===== src/rtl/id_ex_operand_stage_if.sv =====
// Bundle between decode, the ID/EX operand stage and the forwarding sources.
// The master drives decode/forwarding inputs; the slave is the operand stage.
interface id_ex_operand_stage_if #(
  parameter int DW = 16,
  parameter int AW = 4
);
  logic          id_valid;
  logic [3:0]    id_opcode;
  logic [DW-1:0] id_rs_data;
  logic [DW-1:0] id_rt_data;
  logic [DW-1:0] id_imm;
  logic          id_use_imm;
  logic [AW-1:0] id_rs_addr;
  logic [AW-1:0] id_rt_addr;
  logic [AW-1:0] id_rd_addr;
  logic          id_reg_write;
  logic          id_mem_read;
  logic          stall;
  logic          flush;
  logic          exm_reg_write;
  logic [AW-1:0] exm_rd_addr;
  logic [DW-1:0] exm_result;
  logic          mwb_reg_write;
  logic [AW-1:0] mwb_rd_addr;
  logic [DW-1:0] mwb_result;
  logic          ex_valid;
  logic [3:0]    ex_opcode;
  logic [DW-1:0] alu_in1;
  logic [DW-1:0] alu_in2;
  logic [AW-1:0] ex_rd_addr;
  logic          ex_reg_write;
  logic          ex_mem_read;
  logic          load_use_hazard;

  modport master (
    output id_valid, id_opcode, id_rs_data, id_rt_data, id_imm, id_use_imm,
           id_rs_addr, id_rt_addr, id_rd_addr, id_reg_write, id_mem_read,
           stall, flush, exm_reg_write, exm_rd_addr, exm_result,
           mwb_reg_write, mwb_rd_addr, mwb_result,
    input  ex_valid, ex_opcode, alu_in1, alu_in2, ex_rd_addr,
           ex_reg_write, ex_mem_read, load_use_hazard
  );

  modport slave (
    input  id_valid, id_opcode, id_rs_data, id_rt_data, id_imm, id_use_imm,
           id_rs_addr, id_rt_addr, id_rd_addr, id_reg_write, id_mem_read,
           stall, flush, exm_reg_write, exm_rd_addr, exm_result,
           mwb_reg_write, mwb_rd_addr, mwb_result,
    output ex_valid, ex_opcode, alu_in1, alu_in2, ex_rd_addr,
           ex_reg_write, ex_mem_read, load_use_hazard
  );
endinterface


===== src/rtl/id_ex_operand_stage.sv =====
// ID/EX pipeline register for the 16-bit ALU with EX/MEM and MEM/WB operand
// forwarding, load-use bubble insertion, stall hold and branch flush.
module id_ex_operand_stage #(
  parameter int DW = 16,
  parameter int AW = 4
) (
  input logic                  clk,
  input logic                  rst_n,
  id_ex_operand_stage_if.slave bus
);

  logic          valid_r;
  logic [3:0]    opcode_r;
  logic [DW-1:0] op1_r;
  logic [DW-1:0] op2_r;
  logic [AW-1:0] rs_addr_r;
  logic [AW-1:0] rt_addr_r;
  logic [AW-1:0] rd_addr_r;
  logic          use_imm_r;
  logic          reg_write_r;
  logic          mem_read_r;

  logic [DW-1:0] fwd1_s;
  logic [DW-1:0] fwd2_s;
  logic          hazard_s;

  // EX/MEM wins over MEM/WB; register 0 is never a forwarding target.
  function automatic logic [DW-1:0] fwd_sel(
    input logic          en,
    input logic [AW-1:0] src,
    input logic [DW-1:0] own,
    input logic          exm_we,
    input logic [AW-1:0] exm_rd,
    input logic [DW-1:0] exm_val,
    input logic          mwb_we,
    input logic [AW-1:0] mwb_rd,
    input logic [DW-1:0] mwb_val
  );
    logic [DW-1:0] res;
    if (en && exm_we && (exm_rd != {AW{1'b0}}) && (exm_rd == src)) begin
      res = exm_val;
    end else if (en && mwb_we && (mwb_rd != {AW{1'b0}}) && (mwb_rd == src)) begin
      res = mwb_val;
    end else begin
      res = own;
    end
    return res;
  endfunction

  // Forwarded operands; op2 is only forwarded when it came from rt.
  always_comb begin
    fwd1_s = fwd_sel(valid_r, rs_addr_r, op1_r,
                     bus.exm_reg_write, bus.exm_rd_addr, bus.exm_result,
                     bus.mwb_reg_write, bus.mwb_rd_addr, bus.mwb_result);
    fwd2_s = fwd_sel(valid_r & ~use_imm_r, rt_addr_r, op2_r,
                     bus.exm_reg_write, bus.exm_rd_addr, bus.exm_result,
                     bus.mwb_reg_write, bus.mwb_rd_addr, bus.mwb_result);
  end

  // Load in EX whose destination is read by the instruction in decode.
  always_comb begin
    hazard_s = bus.id_valid & valid_r & mem_read_r & (rd_addr_r != {AW{1'b0}}) &
               ((bus.id_rs_addr == rd_addr_r) |
                (~bus.id_use_imm & (bus.id_rt_addr == rd_addr_r)));
  end

  // Stage register: reset > flush > stall (with operand refresh) > bubble > capture.
  always_ff @(posedge clk) begin
    if (!rst_n) begin
      valid_r     <= 1'b0;
      opcode_r    <= 4'h0;
      op1_r       <= {DW{1'b0}};
      op2_r       <= {DW{1'b0}};
      rs_addr_r   <= {AW{1'b0}};
      rt_addr_r   <= {AW{1'b0}};
      rd_addr_r   <= {AW{1'b0}};
      use_imm_r   <= 1'b0;
      reg_write_r <= 1'b0;
      mem_read_r  <= 1'b0;
    end else if (bus.flush || (!bus.stall && hazard_s)) begin
      valid_r     <= 1'b0;
      reg_write_r <= 1'b0;
      mem_read_r  <= 1'b0;
    end else if (bus.stall) begin
      // Keep values from producers that retire while we are frozen.
      op1_r <= fwd1_s;
      op2_r <= fwd2_s;
    end else begin
      valid_r     <= bus.id_valid;
      opcode_r    <= bus.id_opcode;
      op1_r       <= bus.id_rs_data;
      op2_r       <= bus.id_use_imm ? bus.id_imm : bus.id_rt_data;
      rs_addr_r   <= bus.id_rs_addr;
      rt_addr_r   <= bus.id_rt_addr;
      rd_addr_r   <= bus.id_rd_addr;
      use_imm_r   <= bus.id_use_imm;
      reg_write_r <= bus.id_valid & bus.id_reg_write;
      mem_read_r  <= bus.id_valid & bus.id_mem_read;
    end
  end

  assign bus.ex_valid        = valid_r;
  assign bus.ex_opcode       = opcode_r;
  assign bus.ex_rd_addr      = rd_addr_r;
  assign bus.ex_reg_write    = reg_write_r;
  assign bus.ex_mem_read     = mem_read_r;
  assign bus.alu_in1         = fwd1_s;
  assign bus.alu_in2         = fwd2_s;
  assign bus.load_use_hazard = hazard_s;

endmodule


===== src/flat_wrapper.sv =====
// flat-port wrapper written by rule: the top's interface ports become plain ports
module id_ex_operand_stage_flat 
#(
  parameter int DW = 16,
  parameter int AW = 4
)
  (clk, rst_n, bus_id_valid, bus_id_opcode, bus_id_rs_data, bus_id_rt_data, bus_id_imm, bus_id_use_imm, bus_id_rs_addr, bus_id_rt_addr, bus_id_rd_addr, bus_id_reg_write, bus_id_mem_read, bus_stall, bus_flush, bus_exm_reg_write, bus_exm_rd_addr, bus_exm_result, bus_mwb_reg_write, bus_mwb_rd_addr, bus_mwb_result, bus_ex_valid, bus_ex_opcode, bus_alu_in1, bus_alu_in2, bus_ex_rd_addr, bus_ex_reg_write, bus_ex_mem_read, bus_load_use_hazard);
  id_ex_operand_stage_if #(.DW(DW), .AW(AW)) bus_i ();
  input logic clk;
  input logic rst_n;
  input wire logic [$bits(bus_i.id_valid)-1:0] bus_id_valid;
  input wire logic [$bits(bus_i.id_opcode)-1:0] bus_id_opcode;
  input wire logic [$bits(bus_i.id_rs_data)-1:0] bus_id_rs_data;
  input wire logic [$bits(bus_i.id_rt_data)-1:0] bus_id_rt_data;
  input wire logic [$bits(bus_i.id_imm)-1:0] bus_id_imm;
  input wire logic [$bits(bus_i.id_use_imm)-1:0] bus_id_use_imm;
  input wire logic [$bits(bus_i.id_rs_addr)-1:0] bus_id_rs_addr;
  input wire logic [$bits(bus_i.id_rt_addr)-1:0] bus_id_rt_addr;
  input wire logic [$bits(bus_i.id_rd_addr)-1:0] bus_id_rd_addr;
  input wire logic [$bits(bus_i.id_reg_write)-1:0] bus_id_reg_write;
  input wire logic [$bits(bus_i.id_mem_read)-1:0] bus_id_mem_read;
  input wire logic [$bits(bus_i.stall)-1:0] bus_stall;
  input wire logic [$bits(bus_i.flush)-1:0] bus_flush;
  input wire logic [$bits(bus_i.exm_reg_write)-1:0] bus_exm_reg_write;
  input wire logic [$bits(bus_i.exm_rd_addr)-1:0] bus_exm_rd_addr;
  input wire logic [$bits(bus_i.exm_result)-1:0] bus_exm_result;
  input wire logic [$bits(bus_i.mwb_reg_write)-1:0] bus_mwb_reg_write;
  input wire logic [$bits(bus_i.mwb_rd_addr)-1:0] bus_mwb_rd_addr;
  input wire logic [$bits(bus_i.mwb_result)-1:0] bus_mwb_result;
  output wire logic [$bits(bus_i.ex_valid)-1:0] bus_ex_valid;
  output wire logic [$bits(bus_i.ex_opcode)-1:0] bus_ex_opcode;
  output wire logic [$bits(bus_i.alu_in1)-1:0] bus_alu_in1;
  output wire logic [$bits(bus_i.alu_in2)-1:0] bus_alu_in2;
  output wire logic [$bits(bus_i.ex_rd_addr)-1:0] bus_ex_rd_addr;
  output wire logic [$bits(bus_i.ex_reg_write)-1:0] bus_ex_reg_write;
  output wire logic [$bits(bus_i.ex_mem_read)-1:0] bus_ex_mem_read;
  output wire logic [$bits(bus_i.load_use_hazard)-1:0] bus_load_use_hazard;
  assign bus_i.id_valid = bus_id_valid;
  assign bus_i.id_opcode = bus_id_opcode;
  assign bus_i.id_rs_data = bus_id_rs_data;
  assign bus_i.id_rt_data = bus_id_rt_data;
  assign bus_i.id_imm = bus_id_imm;
  assign bus_i.id_use_imm = bus_id_use_imm;
  assign bus_i.id_rs_addr = bus_id_rs_addr;
  assign bus_i.id_rt_addr = bus_id_rt_addr;
  assign bus_i.id_rd_addr = bus_id_rd_addr;
  assign bus_i.id_reg_write = bus_id_reg_write;
  assign bus_i.id_mem_read = bus_id_mem_read;
  assign bus_i.stall = bus_stall;
  assign bus_i.flush = bus_flush;
  assign bus_i.exm_reg_write = bus_exm_reg_write;
  assign bus_i.exm_rd_addr = bus_exm_rd_addr;
  assign bus_i.exm_result = bus_exm_result;
  assign bus_i.mwb_reg_write = bus_mwb_reg_write;
  assign bus_i.mwb_rd_addr = bus_mwb_rd_addr;
  assign bus_i.mwb_result = bus_mwb_result;
  assign bus_ex_valid = bus_i.ex_valid;
  assign bus_ex_opcode = bus_i.ex_opcode;
  assign bus_alu_in1 = bus_i.alu_in1;
  assign bus_alu_in2 = bus_i.alu_in2;
  assign bus_ex_rd_addr = bus_i.ex_rd_addr;
  assign bus_ex_reg_write = bus_i.ex_reg_write;
  assign bus_ex_mem_read = bus_i.ex_mem_read;
  assign bus_load_use_hazard = bus_i.load_use_hazard;
  id_ex_operand_stage #(.DW(DW), .AW(AW)) u_core (.clk(clk), .rst_n(rst_n), .bus(bus_i));
endmodule

===== config.mk =====
export PLATFORM = sky130hd
export DESIGN_NAME = id_ex_operand_stage_flat
export DESIGN_NICKNAME = d
export VERILOG_FILES = /design/src/rtl/id_ex_operand_stage_if.sv /design/src/rtl/id_ex_operand_stage.sv /design/src/flat_wrapper.sv
export SDC_FILE = /design/constraint.sdc
export NUM_CORES = 1
export LEC_CHECK = 0
export ABC_AREA = 0
export BUFFER_PORTS_ARGS = -buffer_cell sky130_fd_sc_hd__buf_2
export CAP_MARGIN = 20
export CORE_MARGIN = 2
export CORE_UTILIZATION = 53
export DETAILED_ROUTE_END_ITERATION = 12
export MAX_ROUTING_LAYER = met4
export PLACE_DENSITY = 0.86
export SLEW_MARGIN = 20
export SYNTH_ARGS = -nofsm -noshare
export SYNTH_HDL_FRONTEND = slang
export SYNTH_SLANG_ARGS = --single-unit

===== constraint.sdc =====
create_clock -name clk -period 3.2 [get_ports clk]
set_clock_uncertainty 0.05 [all_clocks]
set_input_delay 0.16 -clock clk [delete_from_list [all_inputs] [get_ports clk]]
set_output_delay 0.16 -clock clk [all_outputs]
set_load 0.03 [all_outputs]

==> qor.csv <==
stage,metric,value,unit
status,status,finished clean,
sta,Fin. Hold Viols,0,
clock_network,Resized Gates After CTS,0,
clock_network,setup repair bufs after CTS,0,
power,Seq pwr share,0.425,
floorplanning,DIE AREA,0.00817,sq mm
placement,port bufs,157,
finish,Area growth syn-to-layout,21.6,%
floorplanning,initial core utilization,0.545,
power,Net Sw Frac,0.333,
worst_setup_path,maximum fanout along the worst path,16,
floorplanning,# rows,31,
power,Worst VDD drop,199,uV
sta,Setup-failing EPs final,0,
placement,dpl hpwl,10100,microns
synthesis,Commonest cells post-synth,"52 x dfxtp_1, 36 x nor2_1, 35 x nand3_1",
min_path,Hold Crit Depth,3,
power,PD cells,349,mW/mm^2
finish,fin util,0.663,
min_path,worst min-delay path class,primary input to flop,
finish,share of layout cells above drive strength 1,0.340,
sta,Worst Tran Pin Value,0.916,ns
clock_network,H-tree Lvls,2,
sta,total negative slack,0,ns
synthesis,count of unique library cells instantiated by Yosys,50,
synthesis,synthesized area,0.00396,sq mm
synthesis,cells after synthesis,456,
clock_network,Clock Latency Late Sink,0.31,ns
worst_setup_path,CP max stage delay,0.53,ns
clock_network,clock tree buffer depth,2,
synthesis,number of synthesized flops with an enable pin,0,
drt,WL per Instance,19.8,microns
clock_network,"CTS clk-pin slew, worst paths",0.10,ns
sta,Final Cycle Share,0.815,
worst_setup_path,reg2reg end,u_core.op2_r[7],
sta,Slew Limit Fails,0,
global_routing,vias in the first global route,4184,
drt,initial DRC count,425,
worst_setup_path,worst r2r src,u_core.bus.ex_rd_addr[2],
worst_setup_path,"slowest stage cell, crit path",nand4_1,
worst_setup_path,Crit path required time,2.99,ns
clock_network,CTS Hold Bufs,0,
worst_setup_path,R2R depth,6,
clock_network,clock sink count,52,
worst_setup_path,crit path kind,flop to primary output,
synthesis,Synth Net Count,570,
clock_network,root buf cell,clkbuf_8,
worst_setup_path,Worst setup SP type,flop,
global_routing,pin count of the biggest net entering global routing,38,
drt,DR pass1 iterations,5,
min_path,hold path endpoint,u_core.bus.ex_opcode[1],
synthesis,Synth area leader,dfxtp_1,
sta,post-route setup slack,0.592,ns
clock_network,CTS tree,built,
global_routing,first-pass GRT wire length,21400,microns
synthesis,Synth top area share,0.263,
synthesis,"Seq/Total Area, Yosys",0.263,
synthesis,"Top FF cell, synth",dfxtp_1,
finish,fillers,633,
floorplanning,die height,90.4,microns
synthesis,main area contributors after synthesis,"dfxtp_1 26%, mux2i_1 8.3%, nand3_1 4.4%, xor2_1 4.4%, a32o_1 4.0%",
drt,DR vias/cell,6.48,
clock_network,total CTS buffers,5,
power,Clock power frac,0.276,
min_path,HP Start,bus_id_opcode[1],
power,Static Leakage,0.00214,uW
placement,GPL Wtd Cong,0.944,
power,NetSw,559,uW
sta,WHS,0.0223,ns
synthesis,"FFs w/ async S/R, synth",0,
drt,DRC,0,
drt,DR vias,4468,
floorplanning,Die W,90.4,microns
worst_setup_path,Setup crit end kind,primary output,
power,Int Power,1120,uW
global_routing,antenna violations before repair,1,
placement,Placement Setup Slack,0.706,ns
flow_run,# Max-Cap Violations,0,
global_routing,Tot GR Track Use,0.327,
worst_setup_path,crit path DAT,2.40,ns
global_routing,total congestion overflow,0,
synthesis,syn_area_per_cell,8.68,sq um
worst_setup_path,cell breakdown of the critical path,"and2_1, nand4_1, o21ai_0, a31oi_1, buf_2",
sta,min Tclk post-route,2.61,ns
finish,NumNets Final,702,
power,Gate power share,0.299,
floorplanning,Core Footprint,0.00725,sq mm
drt,WL final,13600,microns
sta,highest clock rate,383,MHz
drt,post-route ant nets,0,
worst_setup_path,worst reg-to-reg setup slack,0.72,ns
floorplanning,I/O pin count,158,
sta,RSZ-0062 raised after global routing,false,
sta,relative slew slack,0.388,
synthesis,most frequent cell after synthesis,dfxtp_1,
synthesis,YS warnings,0,
synthesis,synthesized flop and latch total,52,
==> final cells by class <==
cell class | instances | area (sq um) | area share
multi-input combinational | 359 | 2670 | 0.555
sequential | 52 | 1040 | 0.216
timing repair buffer | 165 | 846 | 0.176
tap | 99 | 124 | 0.0257
clock buffer | 6 | 72.6 | 0.0151
clock inverter | 2 | 35.0 | 0.00728
inverter | 5 | 18.8 | 0.00390
antenna | 1 | 2.50 | 0.000520
==> logic make-up (layout without fill, tap and decap cells) <==
family	Yosys count	in the layout	share of synthesized area
compound gates	153	153	0.317
mux	33	33	0.0835
flops	52	52	0.263
xor+xnor	24	24	0.0531
simple gates	149	149	0.219
other cells	0	1	0
buf+inv	45	178	0.0639
==> per-stage QoR <==
stage	cells	area, sq um	power, uW
after detailed placement	680	4700	1220
after floorplan	456	3960	1050
final	689	4810	1680
after CTS	688	4810	1670
after global placement	680	4700	1200
after global routing	689	4810	1730
==> how the worst max path moves through the flow <==
stage,start,to,slack (ns),depth (start not counted)
after floorplan,u_core.bus.ex_valid,bus_alu_in2[10],1.12,6
after global placement,bus_stall,u_core.op2_r[10],0.72,6
after detailed placement,bus_stall,u_core.op2_r[8],0.71,6
after CTS,u_core.bus.ex_valid,bus_alu_in2[12],0.69,5
after global routing,u_core.bus.ex_valid,bus_alu_in2[1],0.49,5
final,u_core.bus.ex_valid,bus_alu_in2[12],0.59,5
==> registers in the layout, indices dropped and copies added (netlist names), 4 cells and up <==
register	count
u_core.bus.ex_opcode	4
u_core.op2_r	16
u_core.rs_addr_r	4
u_core.rt_addr_r	4
u_core.bus.ex_rd_addr	4
u_core.op1_r	16
==> power groups by stage <==
stage	logic (uW)	registers [uW]	clock network [uW]
global placement	480	725	0
global route	533	717	483
finish	501	713	463
floorplan	313	732	0
CTS	494	712	462
detailed placement	491	726	0
==> critical path, delay by kind of cell, from the launching register on <==
family | cells | cell delay, ns
buffers and inverters | 1 | 0.22
flip-flops | 1 | 0.46
AND/OR/NAND/NOR | 2 | 0.76
AO/OA/AOI/OAI | 2 | 0.65
==> placed cells by master, fill, tap and decap left out, types with 17 or more instances in the layout <==
cell     instances
nor2_1          36
nand3_1         35
and3_1          17
dfxtp_1         52
mux2i_1         33
buf_2          157
xor2_1          20
nand2_1         20
==> routing by layer <==
| layer | up-vias | track usage | share of wire |
|---|---|---|---|
| li1 | 2038 | - | - |
| met1 | 2114 | 0.414 | 0.40 |
| met2 | 273 | 0.513 | 0.48 |
| met3 | 43 | 0.0601 | 0.089 |
| met4 | 0 | 0.144 | 0.037 |
| met5 | - | - | 0 |
No activity file was read; power rests on OpenSTA's default activity.
